--- config.mk ---
export PLATFORM = sky130hd
export DESIGN_NAME = assoc_ways
export DESIGN_NICKNAME = d
export VERILOG_FILES = /design/src/rtl/assoc_ways_pkg.sv /design/src/rtl/lru_tracker.sv /design/src/rtl/assoc_ways.sv
export SDC_FILE = /design/constraint.sdc
export NUM_CORES = 1
export LEC_CHECK = 0
export CAP_MARGIN = 20
export CORE_ASPECT_RATIO = 0.75
export CORE_MARGIN = 2
export CORE_UTILIZATION = 55
export DETAILED_ROUTE_END_ITERATION = 12
export PLACE_DENSITY_LB_ADDON = 0.12
export SYNTH_ARGS = -nofsm -noshare
export SYNTH_HDL_FRONTEND = slang
export SYNTH_SLANG_ARGS = --single-unit
--- constraint.sdc ---
create_clock -name clk -period 4.7 [get_ports clk]
set_input_delay 1.41 -clock clk [delete_from_list [all_inputs] [get_ports clk]]
set_output_delay 1.41 -clock clk [all_outputs]
set_load 0.02 [all_outputs]
--- src/rtl/assoc_ways_pkg.sv ---
// Shared types and width helpers for the N-way associative storage array.
// Imported by assoc_ways and lru_tracker.
package assoc_ways_pkg;

  typedef enum logic [1:0] {
    S_IDLE,
    S_LOOKUP,
    S_RESPOND
  } state_e;

  typedef struct packed {
    logic comp;
    logic write;
  } op_t;

  localparam int unsigned DEF_WAYS   = 2;
  localparam int unsigned DEF_SETS   = 4;
  localparam int unsigned DEF_WORDS  = 4;
  localparam int unsigned DEF_TAG_W  = 5;
  localparam int unsigned DEF_WORD_W = 16;

  function automatic int unsigned idx_w(input int unsigned n);
    return (n > 1) ? $clog2(n) : 1;
  endfunction

endpackage

--- src/rtl/lru_tracker.sv ---
// Per-set true-LRU ages (0 = MRU, WAYS-1 = LRU).
// Reset leaves way index as age so the top way is the first LRU victim.
module lru_tracker
  import assoc_ways_pkg::*;
#(
  parameter int unsigned WAYS = DEF_WAYS,
  parameter int unsigned SETS = DEF_SETS,
  localparam int unsigned WYW = idx_w(WAYS),
  localparam int unsigned IW  = idx_w(SETS)
) (
  input  logic           clk,
  input  logic           rst,
  input  logic [IW-1:0]  set_i,
  input  logic           touch_i,
  input  logic [WYW-1:0] touch_way_i,
  output logic [WYW-1:0] lru_way_o
);

  logic [WYW-1:0] age_q [SETS][WAYS];
  logic [WYW-1:0] row_d [WAYS];
  logic [WYW-1:0] hit_age;

  always_comb begin
    hit_age = age_q[set_i][touch_way_i];
    for (int w = 0; w < WAYS; w++) begin
      row_d[w] = age_q[set_i][w];
      if (touch_way_i == WYW'(w))
        row_d[w] = '0;
      else if (age_q[set_i][w] < hit_age)
        row_d[w] = age_q[set_i][w] + 1'b1;
    end
  end

  always_comb begin
    lru_way_o = '0;
    for (int w = 0; w < WAYS; w++)
      if (age_q[set_i][w] == WYW'(WAYS - 1))
        lru_way_o = WYW'(w);
  end

  always_ff @(posedge clk or posedge rst) begin
    if (rst) begin
      for (int s = 0; s < SETS; s++)
        for (int w = 0; w < WAYS; w++)
          age_q[s][w] <= WYW'(w);
    end else if (touch_i) begin
      for (int w = 0; w < WAYS; w++)
        age_q[set_i][w] <= row_d[w];
    end
  end

endmodule

--- src/rtl/assoc_ways.sv ---
// N-way set-associative tag/data array with LRU replacement.
// Three-cycle request: IDLE accepts, LOOKUP commits, RESPOND acks.
module assoc_ways
  import assoc_ways_pkg::*;
#(
  parameter int unsigned WAYS   = DEF_WAYS,
  parameter int unsigned SETS   = DEF_SETS,
  parameter int unsigned WORDS  = DEF_WORDS,
  parameter int unsigned TAG_W  = DEF_TAG_W,
  parameter int unsigned WORD_W = DEF_WORD_W,
  localparam int unsigned IW  = idx_w(SETS),
  localparam int unsigned WDW = idx_w(WORDS),
  localparam int unsigned WYW = idx_w(WAYS)
) (
  input  logic              clk,
  input  logic              rst,
  input  logic              enable,
  input  logic [IW-1:0]     index,
  input  logic [WDW-1:0]    word,
  input  logic              comp,
  input  logic              write,
  input  logic [WYW-1:0]    way_sel,
  input  logic [TAG_W-1:0]  tag_in,
  input  logic [WORD_W-1:0] data_in,
  input  logic              valid_in,
  output logic              busy,
  output logic              ack,
  output logic              hit,
  output logic [WYW-1:0]    way_out,
  output logic [TAG_W-1:0]  tag_out,
  output logic              dirty_out,
  output logic              valid_out,
  output logic [WORD_W-1:0] data_out
);

  state_e state_q, state_d;

  logic [IW-1:0]     rq_idx_q;
  logic [WDW-1:0]    rq_word_q;
  op_t               rq_op_q;
  logic [WYW-1:0]    rq_way_q;
  logic [TAG_W-1:0]  rq_tag_q;
  logic [WORD_W-1:0] rq_data_q;
  logic              rq_vld_q;

  logic              valid_mem_q [WAYS][SETS];
  logic              dirty_mem_q [WAYS][SETS];
  logic [TAG_W-1:0]  tag_mem_q   [WAYS][SETS];
  logic [WORD_W-1:0] data_mem_q  [WAYS][SETS][WORDS];

  logic              rsp_hit_q;
  logic [WYW-1:0]    rsp_way_q;
  logic [TAG_W-1:0]  rsp_tag_q;
  logic              rsp_dirty_q;
  logic              rsp_valid_q;
  logic [WORD_W-1:0] rsp_data_q;

  logic           lk_hit, any_inv;
  logic [WYW-1:0] hit_way, inv_way, lru_way, victim, sel_way;
  logic           lookup, wr_data, wr_meta, set_dirty, touch;
  logic           accept;

  // FSM: state register
  always_ff @(posedge clk or posedge rst) begin
    if (rst) state_q <= S_IDLE;
    else     state_q <= state_d;
  end

  always_comb begin
    state_d = state_q;
    unique case (state_q)
      S_IDLE:    if (enable) state_d = S_LOOKUP;
      S_LOOKUP:  state_d = S_RESPOND;
      S_RESPOND: state_d = S_IDLE;
      default:   state_d = S_IDLE;
    endcase
  end

  always_comb begin
    busy   = (state_q != S_IDLE);
    ack    = (state_q == S_RESPOND);
    lookup = (state_q == S_LOOKUP);
    accept = (state_q == S_IDLE) && enable;
  end

  always_ff @(posedge clk or posedge rst) begin
    if (rst) begin
      rq_idx_q  <= '0;
      rq_word_q <= '0;
      rq_op_q   <= '0;
      rq_way_q  <= '0;
      rq_tag_q  <= '0;
      rq_data_q <= '0;
      rq_vld_q  <= 1'b0;
    end else if (accept) begin
      rq_idx_q  <= index;
      rq_word_q <= word;
      rq_op_q   <= '{comp: comp, write: write};
      rq_way_q  <= way_sel;
      rq_tag_q  <= tag_in;
      rq_data_q <= data_in;
      rq_vld_q  <= valid_in;
    end
  end

  // Descending scan so the lowest matching / invalid way wins.
  always_comb begin
    lk_hit  = 1'b0;
    hit_way = '0;
    any_inv = 1'b0;
    inv_way = '0;
    for (int w = WAYS - 1; w >= 0; w--) begin
      if (valid_mem_q[w][rq_idx_q] &&
          tag_mem_q[w][rq_idx_q] == rq_tag_q) begin
        lk_hit  = 1'b1;
        hit_way = WYW'(w);
      end
      if (!valid_mem_q[w][rq_idx_q]) begin
        any_inv = 1'b1;
        inv_way = WYW'(w);
      end
    end
  end

  always_comb begin
    victim  = any_inv ? inv_way : lru_way;
    sel_way = rq_op_q.comp ? (lk_hit ? hit_way : victim) : rq_way_q;
    wr_data = lookup && rq_op_q.write && (!rq_op_q.comp || lk_hit);
    wr_meta = lookup && rq_op_q.write && !rq_op_q.comp;
    set_dirty = lookup && rq_op_q.write && rq_op_q.comp && lk_hit;
    touch = lookup && (rq_op_q.comp ? lk_hit
          : (rq_op_q.write && rq_word_q == WDW'(WORDS - 1)));
  end

  lru_tracker #(
    .WAYS (WAYS),
    .SETS (SETS)
  ) u_lru (
    .clk         (clk),
    .rst         (rst),
    .set_i       (rq_idx_q),
    .touch_i     (touch),
    .touch_way_i (sel_way),
    .lru_way_o   (lru_way)
  );

  always_ff @(posedge clk or posedge rst) begin
    if (rst) begin
      for (int w = 0; w < WAYS; w++)
        for (int s = 0; s < SETS; s++) begin
          valid_mem_q[w][s] <= 1'b0;
          dirty_mem_q[w][s] <= 1'b0;
        end
    end else if (wr_meta) begin
      valid_mem_q[sel_way][rq_idx_q] <= rq_vld_q;
      dirty_mem_q[sel_way][rq_idx_q] <= 1'b0;
    end else if (set_dirty) begin
      dirty_mem_q[sel_way][rq_idx_q] <= 1'b1;
    end
  end

  // Tag/data are not reset; commit strobes derive from the reset FSM.
  always_ff @(posedge clk) begin
    if (wr_data)
      data_mem_q[sel_way][rq_idx_q][rq_word_q] <= rq_data_q;
    if (wr_meta)
      tag_mem_q[sel_way][rq_idx_q] <= rq_tag_q;
  end

  always_ff @(posedge clk or posedge rst) begin
    if (rst) begin
      rsp_hit_q   <= 1'b0;
      rsp_way_q   <= '0;
      rsp_tag_q   <= '0;
      rsp_dirty_q <= 1'b0;
      rsp_valid_q <= 1'b0;
      rsp_data_q  <= '0;
    end else if (lookup) begin
      rsp_hit_q   <= rq_op_q.comp && lk_hit;
      rsp_way_q   <= sel_way;
      rsp_tag_q   <= tag_mem_q[sel_way][rq_idx_q];
      rsp_dirty_q <= dirty_mem_q[sel_way][rq_idx_q];
      rsp_valid_q <= valid_mem_q[sel_way][rq_idx_q];
      rsp_data_q  <= data_mem_q[sel_way][rq_idx_q][rq_word_q];
    end
  end

  always_comb begin
    hit       = rsp_hit_q;
    way_out   = rsp_way_q;
    tag_out   = rsp_tag_q;
    dirty_out = rsp_dirty_q;
    valid_out = rsp_valid_q;
    data_out  = rsp_data_q;
  end

endmodule
==> flow_metrics.py <==
metrics = {
    "die": {
        "placementRows": 68,
        "die_area_um2": 47700,
        "floorplan.initialDensity": 0.553,
        "die_height_um": 190,
        "coreArea_um2": 45700,
        "num_io_pins": 59,
        "die_w_um": 252,
    },
    "setup_path": {
        "cpMaxStageDelayCell": "sky130_fd_sc_hd__mux2i_1",
        "critical_path_cell_sequence": "mux4_2 -> xnor2_1 -> nand4_1 -> o21a_2 -> a21oi_4 -> buf_12 -> mux2i_1 -> a211oi_1 -> a221o_1",
        "worstSetupEndpointType": "flip-flop",
        "worstPathRequired_ns": 5.19,
        "worstPathMaxFanout": 25,
        "reg2reg_to": "data_out[9]",
        "rr_worst_depth": 9,
        "r2r-start": "rq_idx_q[0]",
        "setup.worst_path.start": "rq_idx_q[0]",
        "critical_path_arrival_ns": 4.58,
        "worst-setup-path-type": "flip-flop to flip-flop",
        "worstSetupStartpointType": "flip-flop",
        "timing.critical_path.slowest_cell_delay_ns": 0.67,
        "critPathCapture": "data_out[9]",
        "reg2reg_setup_slack_ns": 0.61,
    },
    "synth": {
        "synth_top_cell_area_share": 0.655,
        "postSynthNetCount": 1615,
        "postSynth.asyncResetShare": 0.127,
        "synth_enable_flop_cells": 552,
        "netlist_top_cells_area": "sky130_fd_sc_hd__edfxtp_1 (66%), sky130_fd_sc_hd__dfrtp_1 (7.5%), sky130_fd_sc_hd__mux4_2 (5.3%)",
        "synth_seq_cells": 632,
        "netlist-cell-type-count": 65,
        "synthesis.yosys.warnings": 0,
        "synth_most_common_cell": "sky130_fd_sc_hd__edfxtp_1",
        "synthesis.area_per_instance_um2": 16.0,
        "synth.yosys.seq_area_share": 0.735,
        "synthesized_instance_count": 1583,
        "ys.flop_type": "sky130_fd_sc_hd__edfxtp_1",
        "synth_common_cells": "sky130_fd_sc_hd__edfxtp_1 (552), sky130_fd_sc_hd__nand2_1 (135), sky130_fd_sc_hd__nor2_1 (118), sky130_fd_sc_hd__a21oi_1 (82), sky130_fd_sc_hd__dfrtp_1 (76)",
        "netlist.top_cell.by_area": "sky130_fd_sc_hd__edfxtp_1",
        "post_synth_instance_area_um2": 25300,
    },
    "sta": {
        "hold_slack_ns": 0.489,
        "timing.setup.tns_ns": 0,
        "rsz0062_at_grt": "no",
        "tightestPinTransition_ns": 1.02,
        "timing.fmax_mhz": 244,
        "fin_worst_skew_ns": 0.0200,
        "final_min_period_over_clock_period": 0.871,
        "hold_violations": 0,
        "fin_worst_setup_slack_ns": 0.608,
        "maxSlewViolCount": 0,
        "max-slew-margin-rel": 0.320,
        "report.final.setup_viol": 0,
        "time_the_worst_path_needs_with_i_o_delays_and_setup_ns": 4.09,
    },
    "power": {
        "leakage_nw": 9.76,
        "power.density_nw_per_um2": 534,
        "total_power_of_the_final_layout_mw": 15.6,
        "power.ir.vdd_worst_v": 0.000394,
    },
    "clocking": {
        "cts_hold_buf": 0,
        "cts.repair_timing.setup_buffer_count": 0,
        "cts_htree_levels": 2,
        "cts-root-buf": "sky130_fd_sc_hd__clkbuf_16",
        "clk_pin_slew_worst_paths_ns": 0.06,
        "clkLatencyLatePin_ns": 0.61,
        "cts_tree": "yes",
        "buffers_from_clock_root_to_sink_at_most": 3,
        "clock_sinks": 632,
        "cts_buffers": 57,
        "cts_resized": 0,
    },
    "detailed_routing": {
        "antenna_left": 0,
        "drtPass1Iterations": 8,
        "postRouteWirelength_um": 74500,
        "drt-initial-drc-count": 2306,
        "route.detailed.drc": 0,
        "vias_per_cell": 6.76,
        "vias_after_detailed_routing": 16000,
        "wl_per_cell_um": 31.5,
    },
    "global_routing": {
        "grt.overflow.total": 0,
        "antenna_found_initial": 2,
        "wire_length_of_the_first_global_routing_pass_um": 108000,
        "grt_usage": 0.316,
        "grt_pass1_vias": 15500,
        "grt_start_max_net_pins": 48,
    },
    "layout": {
        "layout-drive-gt1-share": 0.211,
        "stdcell_count": 2366,
        "n_fill_cell": 3199,
        "finalCoreUtilization": 0.640,
        "finish.instance_area_um2": 29300,
        "layout_overhead_on_the_synthesized_area_pct": 15.7,
        "finalNetCount": 1754,
        "antenna_cells_inserted": 0,
        "seq_area_um2": 18600,
        "multi_input_logic_area_um2": 6360,
    },
    "place": {
        "portbufs": 58,
        "dp_worst_setup_slack_ns": 0.660,
        "dp_hpwl_um": 46100,
        "place_inst": 2255,
        "postPlaceCellArea_um2": 27300,
        "gp_routability_congestion": 0.909,
    },
    "flow_run": {
        "max_cap_violations": 0,
    },
    "min_path": {
        "hp-start": "hit",
        "hp-class": "flip-flop to flip-flop",
    },
    "status": {
        "outcome": "complete, no violations",
    },
}
worst min-delay path by stage:
stage	to	cells past startpoint
2_1_floorplan	flip-flop	2
3_3_place_gp	hit	2
3_5_place_dp	hit	2
4_1_cts	hit	2
5_1_grt	rq_data_q[1]	1
6_report	hit	2
cell type report:
| cell class | instances | area share |
|---|---|---|
| inverter | 13 | 0.00175 |
| timing repair buffer | 174 | 0.0568 |
| multi-input combinational | 844 | 0.217 |
| sequential | 632 | 0.635 |
| clock buffer | 79 | 0.0554 |
| clock inverter | 29 | 0.00766 |
| tap | 595 | 0.0254 |
registers in the layout, summed over array words and instances, names as in the netlist, named ones only:
| register | cells |
|---|---|
| hit | 1 |
| data_out | 16 |
| u_lru.age_q | 8 |
| rq_vld_q | 1 |
| dirty_out | 1 |
| rq_data_q | 16 |
| rq_way_q | 1 |
| tag_out | 5 |
| rq_op_q | 2 |
| way_out | 1 |
| rq_word_q | 2 |
| rq_tag_q | 5 |
| valid_out | 1 |
| data_mem_q | 512 |
| valid_mem_q | 8 |
| rq_idx_q | 2 |
| tag_mem_q | 40 |
| state_q | 2 |
where the power goes:
| group | leakage (nW) | internal (mW) | switching, mW |
|---|---|---|---|
| Clock | 0.914 | 2.57 | 2.04 |
| Combinational | 2.91 | 1.38 | 2.58 |
| Sequential | 5.94 | 6.71 | 0.333 |
cell families (layout without fill, tap and decap cells):
family | Yosys count | count (layout) | synth area share
and+or+nand+nor | 351 | 351 | 0.0589
muxes | 166 | 166 | 0.0982
buffers and inverters | 107 | 295 | 0.0190
AOI/OAI and AO/OA | 317 | 317 | 0.0855
xor gates and xnor gates | 10 | 10 | 0.00346
DFF | 632 | 632 | 0.735
layout by cell type, fill, tap and decap left out, drive strengths merged, types with 44 or more instances in the layout:
cell type        n
a22oi           45
clkbuf          80
o21ai           44
edfxtp         552
a21oi           84
dfrtp           76
buf            115
clkdlybuf4s50   58
mux2            54
mux2i           52
nand2          135
mux4            60
nor2           118
routing by layer:
| metal | wire, um | vias up | global-route usage |
|---|---|---|---|
| li1 | - | 6543 | - |
| met3 | 9400 | 217 | 0.0750 |
| met5 | 0 | - | 0 |
| met2 | 32100 | 1115 | 0.452 |
| met1 | 30300 | 8114 | 0.481 |
| met4 | 2650 | 0 | 0.105 |
worst max-delay path, delay by kind of cell, from the launching register on:
family	cells	cell delay, ns
DFF	1	0.62
and+or+nand+nor	1	0.24
xor gates and xnor gates	1	0.20
AOI/OAI and AO/OA	4	1.37
muxes	2	1.26
buffers and inverters	1	0.26
No activity file was read; power rests on OpenSTA's default activity.
==> RTL edit: new RTL, same flow settings <==
Re-encode `state_e` (3 states) as one-hot, 3 bits wide.
--- a/src/rtl/assoc_ways_pkg.sv
+++ b/src/rtl/assoc_ways_pkg.sv
@@ -2,10 +2,10 @@
 // Imported by assoc_ways and lru_tracker.
 package assoc_ways_pkg;
 
-  typedef enum logic [1:0] {
-    S_IDLE,
-    S_LOOKUP,
-    S_RESPOND
+  typedef enum logic [2:0] {
+    S_IDLE    = 3'b001,
+    S_LOOKUP  = 3'b010,
+    S_RESPOND = 3'b100
   } state_e;
 
   typedef struct packed {
Function: no difference found for any inputs over 4 cycles, from zero or initial values and one cycle with rst high; so few cycles prove little.
==> RTL edit against the unedited design <==
  * Design area decreased by 1.4%
  * Core utilization increased by 0.76 points
  * Via count is 19% lower
  * Non-clock buffer count is 21 lower
  * Routed wire length decreased by 18%
  * Total power is 21% higher
  * Sequential cell count grew 1
  * Setup slack gained 0.034 ns
  * Area after synthesis fell by 2.3%
  * Largest cell class unchanged
  * Largest power group unchanged
  * Highest routed layer unchanged
==> RTL edit: results (changes against the unedited design) <==
- RePlAce Congestion: 0.900 (-0.98%)
* Proportion of total power due to net switching: 32.8% (+1.1 points)
- Number of fillers in the final layout: 2983 (-6.8%)
- The worst-case setup slack after placement came to 0.710 ns (+0.0501 ns).
* Drt first-iter violations: 1563 (-32%)
- Distinct cell type count after synthesis: 62 (-4.6%)
- The overall routing resource usage came to 26.6% (-5.0 points).
* Proportion of final cell area spent on non-clock buffers: 5.38% (-0.30 points)
- Crit path time final: 4.06 ns (-0.0342 ns)
- The arrival time of the worst setup path is 4.51 ns (-0.07 ns).
- Synth async-reset ratio: 12.8% (+0.14 points)
* Max rail drop VDD: 485 uV (+23%)
- Number of signal-net buffers in the layout: 153 (-12%)
* Cell with the largest stage delay on the worst path: sky130_fd_sc_hd__a2111oi_0
* Result of the run: finished clean
- Post-synthesis sequential area ratio: 75.3% (+1.8 points)
* Drt via density: 6.34 (-6.3%)
* Initial antenna violation count: 1 (-1)
- The sum of routed wire segments on met1 came to 25900 um (-15%).
- Final setup skew: 0.0138 ns (-0.00624 ns)
* Transition time at the pin with the least slew margin: 0.976 ns (-0.0419 ns)
- The pin count of the biggest net entering global routing was 58 (+21%).
- Detail Route met3 WL: 5810 um (-38%)
- The met2 track utilization from global routing was 39.4% (-5.7 points).
- Global-route wire length before repair: 89400 um (-17%)
* Count of clock buffers in the final design: 80 (+1.3%)
- Clock-cell share of area: 7.22% (+0.91 points)
* Inserted Clock Buffers: 58 (+1.8%)
* Fraction of final layout cells sized beyond drive strength 1: 27.4% (+6.3 points)
- The number of nets in the finished design came to 1452 (-17%).
* Area of combinational cells with multiple inputs: 0.00583 mm2 (-8.4%)
## RTL edit: kinds of logic (layout without fill, tap and decap cells)
family                    count (synthesis)  in the layout
AOI/OAI and AO/OA                       129            129
DFF                                     633            633
xor gates and xnor gates                 10             10
and+or+nand+nor                         219            219
buffers and inverters                    81            271
muxes                                   208            208
## RTL edit: worst min path at each step
stage                                end  slack (ns)           start  cells past startpoint
after global routing      valid_mem_q[5]        0.49  valid_mem_q[5]                      1
after CTS                 valid_mem_q[4]        0.49  valid_mem_q[4]                      1
after detailed placement  valid_mem_q[5]        0.47  valid_mem_q[5]                      1
after floorplan           valid_mem_q[1]        0.45  valid_mem_q[1]                      1
after global placement    valid_mem_q[4]        0.46  valid_mem_q[4]                      1
final                     valid_mem_q[4]        0.49  valid_mem_q[4]                      1
## RTL edit: metrics by stage
step                std cells  util [%]
finish                   2056      64.8
global route             2056      64.8
CTS                      2048      64.3
detailed placement       1938      59.6
global placement         1935      59.5
floorplan                1280         -
